### src/rtl/mips_trace_buffer.sv
`default_nettype none
// ============================================================================
// Module   : mips_trace_buffer
// Purpose  : Execution-trace capture for the single-cycle MIPS core. Records
//            one entry per retired instruction into a circular buffer. The
//            entry holds the timestamp, pc, instruction and register
//            write-back. Capture is armed, then triggered on a PC match (or
//            on the first retirement). It runs for a programmable
//            post-trigger count, and the frozen buffer then drains
//            oldest-first over a valid/ready port.
// Ports    : clock, reset_n                    - clock, async active-low reset
//            trace_valid, pc, instruction,
//            reg_write, write_reg, write_data  - retiring instruction
//            arm, abort                        - capture control pulses
//            trig_en, trig_pc, post_count      - trigger configuration
//            rd_valid, rd_ready, rd_data       - oldest-first drain port
//            state, count, overflow, triggered - status
// Revision : 1.0 - initial release
// ============================================================================
module mips_trace_buffer #(
    parameter int ADDR_W = 32,
    parameter int DATA_W = 32,
    parameter int DEPTH  = 16,
    parameter int TS_W   = 16
) (
    input  logic                                clock,
    input  logic                                reset_n,
    input  logic                                trace_valid,
    input  logic [ADDR_W-1:0]                   pc,
    input  logic [31:0]                         instruction,
    input  logic                                reg_write,
    input  logic [4:0]                          write_reg,
    input  logic [DATA_W-1:0]                   write_data,
    input  logic                                arm,
    input  logic                                abort,
    input  logic                                trig_en,
    input  logic [ADDR_W-1:0]                   trig_pc,
    input  logic [$clog2(DEPTH)-1:0]            post_count,
    output logic                                rd_valid,
    input  logic                                rd_ready,
    output logic [TS_W+ADDR_W+38+DATA_W-1:0]    rd_data,
    output logic [1:0]                          state,
    output logic [$clog2(DEPTH):0]              count,
    output logic                                overflow,
    output logic                                triggered
);

    localparam int IDX_W = $clog2(DEPTH);
    localparam int CNT_W = IDX_W + 1;
    localparam int ENT_W = TS_W + ADDR_W + 38 + DATA_W;

    localparam logic [CNT_W-1:0] C_FULL_COUNT = CNT_W'(DEPTH);
    localparam logic [CNT_W-1:0] C_CNT_ONE    = CNT_W'(1);
    localparam logic [IDX_W-1:0] C_IDX_ONE    = IDX_W'(1);
    localparam logic [TS_W-1:0]  C_TS_ONE     = TS_W'(1);

    typedef enum logic [1:0] {
        ST_IDLE  = 2'b00,
        ST_ARMED = 2'b01,
        ST_POST  = 2'b10,
        ST_DONE  = 2'b11
    } state_t;

    state_t             state_q, state_d;
    logic [IDX_W-1:0]   wr_ptr_q, wr_ptr_d;
    logic [IDX_W-1:0]   rd_ptr_q, rd_ptr_d;
    logic [CNT_W-1:0]   count_q, count_d;
    logic [TS_W-1:0]    ts_q, ts_d;
    logic [IDX_W-1:0]   remaining_q, remaining_d;
    logic               overflow_q, overflow_d;
    logic               triggered_q, triggered_d;

    logic               w_capture;
    logic               w_trigger_hit;
    logic [ENT_W-1:0]   w_entry;

    // Trace storage; contents are deliberately left unreset.
    logic [ENT_W-1:0]   mem_q [DEPTH];

    assign w_entry       = {ts_q, pc, instruction, reg_write, write_reg, write_data};
    assign w_trigger_hit = !trig_en || (pc == trig_pc);

    // post_count is IDX_W bits wide, so it can never exceed DEPTH-1 and the
    // trigger entry is always still in the buffer when capture stops.
    always_comb begin
        state_d     = state_q;
        wr_ptr_d    = wr_ptr_q;
        rd_ptr_d    = rd_ptr_q;
        count_d     = count_q;
        ts_d        = ts_q;
        remaining_d = remaining_q;
        overflow_d  = overflow_q;
        triggered_d = triggered_q;
        w_capture   = 1'b0;

        if (abort) begin
            // Freeze in place: contents, count and flags stay untouched.
            state_d = ST_DONE;
        end else if (arm) begin
            state_d     = ST_ARMED;
            wr_ptr_d    = '0;
            rd_ptr_d    = '0;
            count_d     = '0;
            ts_d        = '0;
            remaining_d = '0;
            overflow_d  = 1'b0;
            triggered_d = 1'b0;
        end else begin
            if ((state_q == ST_ARMED || state_q == ST_POST) && !(&ts_q)) begin
                ts_d = ts_q + C_TS_ONE;
            end

            case (state_q)
                ST_ARMED: begin
                    if (trace_valid) begin
                        w_capture = 1'b1;
                        if (w_trigger_hit) begin
                            triggered_d = 1'b1;
                            remaining_d = post_count;
                            state_d     = (post_count == '0) ? ST_DONE : ST_POST;
                        end
                    end
                end
                ST_POST: begin
                    if (trace_valid) begin
                        w_capture   = 1'b1;
                        remaining_d = remaining_q - C_IDX_ONE;
                        if (remaining_q == C_IDX_ONE) begin
                            state_d = ST_DONE;
                        end
                    end
                end
                ST_DONE: begin
                    if (rd_valid && rd_ready) begin
                        rd_ptr_d = rd_ptr_q + C_IDX_ONE;
                        count_d  = count_q - C_CNT_ONE;
                    end
                end
                default: begin
                end
            endcase

            // A full buffer drops its oldest entry by advancing the read side.
            if (w_capture) begin
                wr_ptr_d = wr_ptr_q + C_IDX_ONE;
                if (count_q != C_FULL_COUNT) begin
                    count_d = count_q + C_CNT_ONE;
                end else begin
                    rd_ptr_d   = rd_ptr_q + C_IDX_ONE;
                    overflow_d = 1'b1;
                end
            end
        end
    end

    always_ff @(posedge clock or negedge reset_n) begin
        if (!reset_n) begin
            state_q     <= ST_IDLE;
            wr_ptr_q    <= '0;
            rd_ptr_q    <= '0;
            count_q     <= '0;
            ts_q        <= '0;
            remaining_q <= '0;
            overflow_q  <= 1'b0;
            triggered_q <= 1'b0;
        end else begin
            state_q     <= state_d;
            wr_ptr_q    <= wr_ptr_d;
            rd_ptr_q    <= rd_ptr_d;
            count_q     <= count_d;
            ts_q        <= ts_d;
            remaining_q <= remaining_d;
            overflow_q  <= overflow_d;
            triggered_q <= triggered_d;
        end
    end

    always_ff @(posedge clock) begin
        if (w_capture) begin
            mem_q[wr_ptr_q] <= w_entry;
        end
    end

    // Zero-latency read of the oldest entry. It is forced to zero when not
    // valid, so the port shows clean data outside DONE.
    assign rd_valid  = (state_q == ST_DONE) && (count_q != '0);
    assign rd_data   = rd_valid ? mem_q[rd_ptr_q] : '0;
    assign state     = state_q;
    assign count     = count_q;
    assign overflow  = overflow_q;
    assign triggered = triggered_q;

endmodule
`default_nettype wire
### config.mk
export PLATFORM = sky130hd
export DESIGN_NAME = mips_trace_buffer
export DESIGN_NICKNAME = d
export VERILOG_FILES = /design/src/rtl/mips_trace_buffer.sv
export SDC_FILE = /design/constraint.sdc
export NUM_CORES = 1
export LEC_CHECK = 0
export CORE_MARGIN = 4
export CORE_UTILIZATION = 45
export CTS_BUF_LIST = sky130_fd_sc_hd__clkbuf_16
export DETAILED_ROUTE_END_ITERATION = 12
export PLACE_DENSITY_LB_ADDON = 0.12
export SYNTH_ARGS = -nofsm -noshare
export SYNTH_HDL_FRONTEND = slang
export SYNTH_SLANG_ARGS = --single-unit
### constraint.sdc
create_clock -name clock -period 36.7 [get_ports clock]
set_clock_uncertainty 0.1 [all_clocks]
set_input_delay 7.34 -clock clock [delete_from_list [all_inputs] [get_ports clock]]
set_output_delay 7.34 -clock clock [all_outputs]
set_load 0.02 [all_outputs]
Word level (Yosys, flattened, before mapping). Memory sizes are Yosys's and may differ from the RTL's. Cells that the tools add are included.

Register bits after elaboration: 37. Memories: 1. Bits in latches: 0. Bits in writable memories: 1888. Output and inout port bits: 128. Input bits: 145. ROM bits: 0.

Div/mod/pow operators: 0. Eq/ne operators: 14. $lt $le $gt $ge: 0. Mux-type cells: 43. $mul: 0. Shifts and indexed selects: 0. Add/subtract/negate cells: 6. Bitwise logic cells: 1. Reduce and logical (&&, ||, !) cells: 24.

Memory list: mem_q (words 16, width 118, rd ports 1, clocked after Yosys merged registers in 0, write ports 1, RTL line 78) `logic [ENT_W-1:0] mem_q [DEPTH];`.

Operator list (count): 2-to-1 mux 118 bit (1); 2-to-1 mux 4 bit (11); == test 32 bit (1); 2-to-1 mux 16 bit (2); 2-to-1 mux 5 bit (5); adder 16 x 1 -> 16 bit, second input constant (1); 2-to-1 mux 1 bit (16); AND reduction 16 bit (1); 2-to-1 mux 2 bit (6); inequality test 4 bit, second input constant (3); AND reduction 5 bit (2); nonzero test 2 bit (5); inequality test 3 bit, second input constant (3); adder 4 x 1 -> 4 bit, second input constant (2); case mux 4 bit (2 select lines) (1); adder 5 x 1 -> 5 bit, second input constant (1); inequality test 5 bit, second input constant (1); nonzero test 5 bit (1); subtractor 5 x 1 -> 5 bit, second input constant (1); == test 2 bit, second input constant (2); == test 4 x 1 -> 1 bit, second input constant (1); logical NOT 4 bit (1); inequality test 4 x 3 -> 1 bit, second input constant (1); case mux 2 bit (2 select lines) (1); other kinds (13) (18).

Logic depth before layout (Yosys ltp).
Word-level depth: 9. Depth in mapped cells: 8. Gate-level depth less buffers: 8.

Least setup slack after synthesis. No wires, ideal clock.

Path kind: in2reg. Start: input trace_valid. End: memory mem_q[0][0] in the netlist's numbering (enable). Cell stages on the path: 4. Setup time: 884 ps. Data required time: 35716 ps. Path buffers: 1. Arrival: 18982 ps. Slack: 16734 ps. Path through: nand2b_1 > or3_1 > clkbuf_1 > nor4_1.

Longest elaborated chain between the ends: 8.

Ends and longest elaborated chain: from (decl) (RTL line 28) `input logic trace_valid,`; 2-to-1 mux 1 bit (RTL line 115, 125); 2-to-1 mux 1 bit; 2-to-1 mux 1 bit (RTL line 99) `end else if (arm) begin`; 2-to-1 mux 1 bit (RTL line 96) `if (abort) begin`; 2-to-1 mux 1 bit (RTL line 99); 2-to-1 mux 1 bit (RTL line 96); 2-to-1 mux 1 bit (RTL line 179) `if (w_capture) begin`; 2-to-1 mux 1 bit (not written as such) (RTL line 180) `mem_q[wr_ptr_q] <= w_entry;`; to (decl) (RTL line 78).

No other way between the ends. The select of a mux whose other input is x is not followed.

Worst setup path in the final report.
Start: register rd_ptr_q[0]. End: output rd_data[58].

Longest elaborated chain between the ends: 2.

Ends and longest elaborated chain: from (decl) (RTL line 66) `logic [IDX_W-1:0] rd_ptr_q, rd_ptr_d;`; from (signal assigned) (RTL line 169) `rd_ptr_q <= rd_ptr_d;`; memory (16 x 118 bit); 2-to-1 mux 118 bit (RTL line 187) `assign rd_data = rd_valid ? mem_q[rd_ptr_q] : '0;`; to (decl) (RTL line 41) `output logic [TS_W+ADDR_W+38+DATA_W-1:0] rd_data,`.

No other way between the ends.

==> impl_metrics.py <==
metrics = {
    "synth": {
        "synth.top_cells.by_count": "edfxtp_1 (1888), mux4_2 (590), nor2b_1 (122), clkbuf_1 (92)",
        "synth_top_area_share_pct": 76.5,
        "synth_cell_types": 42,
        "syn-num-nets": 3222,
        "yosysMostFrequentCell": "edfxtp_1",
        "ys_async_sr_fraction_pct": 1.92,
        "avgSynthCellArea_um2": 24.2,
        "synth_edf_count": 1888,
        "synth_top_area_cell": "edfxtp_1",
        "synthCells": 3064,
        "synth_top_flop_cell": "edfxtp_1",
        "ys_seq_elements": 1925,
        "synth_area_um2": 74100,
        "ys_warn_count": 0,
        "synth.area.top_cells": "edfxtp_1 (77%), mux4_2 (18%), dfrtp_1 (1.2%), nor2b_1 (1.0%), xor2_1 (0.47%)",
        "yosysSeqAreaShare_pct": 77.8,
    },
    "pwr": {
        "p_leak_nw": 26.3,
        "power_density_nw_per_um2": 62.4,
        "totalPowerFinal_mw": 5.35,
        "irDropWorstVdd_v": 0.0000473,
    },
    "cells_and_area": {
        "nNetsFinal": 3605,
        "fillers": 12400,
        "stdcell_count": 5787,
        "fin_area_um2": 85700,
        "syn_to_final_growth_pct": 15.6,
        "drive_gt1_share_pct": 26.5,
    },
    "clock_tree": {
        "htree_levels": 4,
        "cts.clk_slew.worst_paths_ns": 0.06,
        "cts_tree": "done",
        "cts_setup_buffers": 0,
        "ctsResizeCount": 0,
        "cts_root_buf": "clkbuf_16",
        "hold_buffers": 0,
        "cts_buffers": 196,
        "cts.sinks": 1925,
        "clkLatencyLatePin_ns": 0.81,
        "cts.path.max_buffers": 3,
    },
    "floorplanning": {
        "die_area_um2": 171000,
        "fp-row-count": 148,
        "initial_core_util_pct": 45.4,
        "fp.dieH_um": 414,
        "core_area_um2": 163000,
        "io_pins": 273,
        "fp.dieW_um": 414,
    },
    "drt": {
        "wirelength_mm": 177,
        "wl_per_cell_um": 30.5,
        "drtPass1Iterations": 5,
        "vias_per_cell": 5.84,
        "drtIter0Drc": 3378,
        "drcViolationCount": 0,
        "num_vias": 33800,
        "antenna_left": 0,
    },
    "timing": {
        "setup_viol": 0,
        "slew_viol_final": 0,
        "fin_crit_ns": 13.94,
        "setup_tns_ns": 0,
        "worst_slack_ns": 22.76,
        "relSlewSlack_pct": 27.1,
        "timing.fmax_ghz": 0.0718,
        "post-route-period-util_pct": 38.0,
        "rsz0062_at_grt": "no",
        "final_hold_viol_count": 0,
        "worst_pin_slew_ns": 1.09,
    },
    "worst_setup_path": {
        "slowest_delay_ns": 1.02,
        "cp.arrival_ns": 6.50,
        "start_kind": "flop",
        "crit_required_ns": 29.26,
        "ff2ff_path_depth": 8,
        "path_cells": "buf_4 -> buf_4 -> buf_4 -> mux4_2 -> mux4_2 -> nor2b_1 -> clkdlybuf4s50_1",
        "crit_path_max_fanout": 51,
        "cpMaxStageDelayCell": "dfrtp_4",
        "crit_top_cell": "buf_4",
        "end_kind": "primary output",
        "worstSetupPathType": "flop to primary output",
    },
    "outcome": {
        "status": "finished, final reports clean",
    },
    "placed_design": {
        "dp_cells": 5424,
        "place_area_um2": 79500,
        "post-place-ws_ns": 23.31,
        "place_hpwl_mm": 89.6,
        "gp_congestion": 0.733,
        "port_buffers": 272,
    },
    "global_routing": {
        "grt_overflow_total": 0,
        "grt_pass1_wl_mm": 255,
        "grt_use_total_pct": 20.9,
        "antenna_found_initial": 20,
        "grt_start_max_net_pins": 165,
        "grt_pass1_vias": 36100,
    },
    "min_path": {
        "worstHoldPathType": "flop to flop",
        "whs_path_depth": 2,
    },
    "flow_run": {
        "drv_cap": 0,
    },
}
[registers in the layout, indices dropped and copies added, names as in the netlist]
signal and flops:
triggered 1, remaining_q 4, state 2, rd_ptr_q 4, count 5, mem_q 1888
wr_ptr_q 4, overflow 1, ts_q 16
[placed cells by master, fill, tap and decap left out, drive strengths merged, types with 30 or more instances in the layout]
master         synthesis  final
xor2                  40     40
inv                   15     69
nor2b                122    122
clkinv                 0     89
buf                   65     71
nor2                  40     40
nand2                 30     30
clkdlybuf4s50          0    271
mux4                 590    590
dfrtp                 37     37
edfxtp              1888   1888
clkbuf                92    197
[metrics by stage]
stage                     util [%]  hold WS [ns]
after floorplan                  -         0.380
after global placement        48.7         0.395
after detailed placement      48.7         0.406
after CTS                     52.5         0.425
after global routing          52.5         0.474
final                         52.5         0.418
[kinds of logic (layout without fill, tap and decap cells)]
family          count (synthesis)  after routing  share of synthesized area (%)
buf+inv                       172            714                           1.07
fa+ha+maj                      13             13                          0.220
xor+xnor                       49             49                          0.579
other cells                     0              6                              0
mux                           598            598                           18.0
simple gates                  261            261                           1.95
flops                        1925           1925                           77.8
compound gates                 46             46                          0.375
[power breakdown]
part / internal [mW] / switching (mW)
Sequential: 2.43 / 0.0360
Clock: 1.07 / 0.823
Combinational: 0.500 / 0.488
Total: 4.00 / 1.35
[final cells by class]
type	instances	area, um2	area share, %
antenna	6	15.0	0.0175
tap	2175	2720	3.18
multi-input combinational	967	15800	18.4
sequential	1925	57600	67.3
clock buffer	197	4930	5.75
inverter	15	56.3	0.0657
clock inverter	160	1220	1.43
timing repair buffer	342	3330	3.89
[per-layer routing]
layer	up-vias	part of all wire [%]	GRT usage, %
met5	-	0	0
met4	0	2.2	5.31
met3	259	6.4	3.79
met2	1149	50	34.7
met1	18500	41	28.9
li1	13900	-	-
[worst paths after layout]
path | slack (ns) | endpoint | from
setup / recovery | 22.76 | rd_data[58] | rd_ptr_q[0]
hold / removal | 0.42 | triggered | triggered
setup reg to reg | 31.90 | mem_q[13][48] | state[0]
hold reg to reg | 0.42 | triggered | triggered
max in group asynchronous | 29.24 | rd_ptr_q[1] | reset_n
min in group asynchronous | 6.55 | count[0] | reset_n
[worst max-delay path, delay by kind of cell (launching register included)]
kind | cells | cell delay (ns)
buffers and inverters | 4 | 3.27
and+or+nand+nor | 1 | 0.16
DFF | 1 | 1.02
muxes | 2 | 1.10
Power figures use the tool's default switching activity.
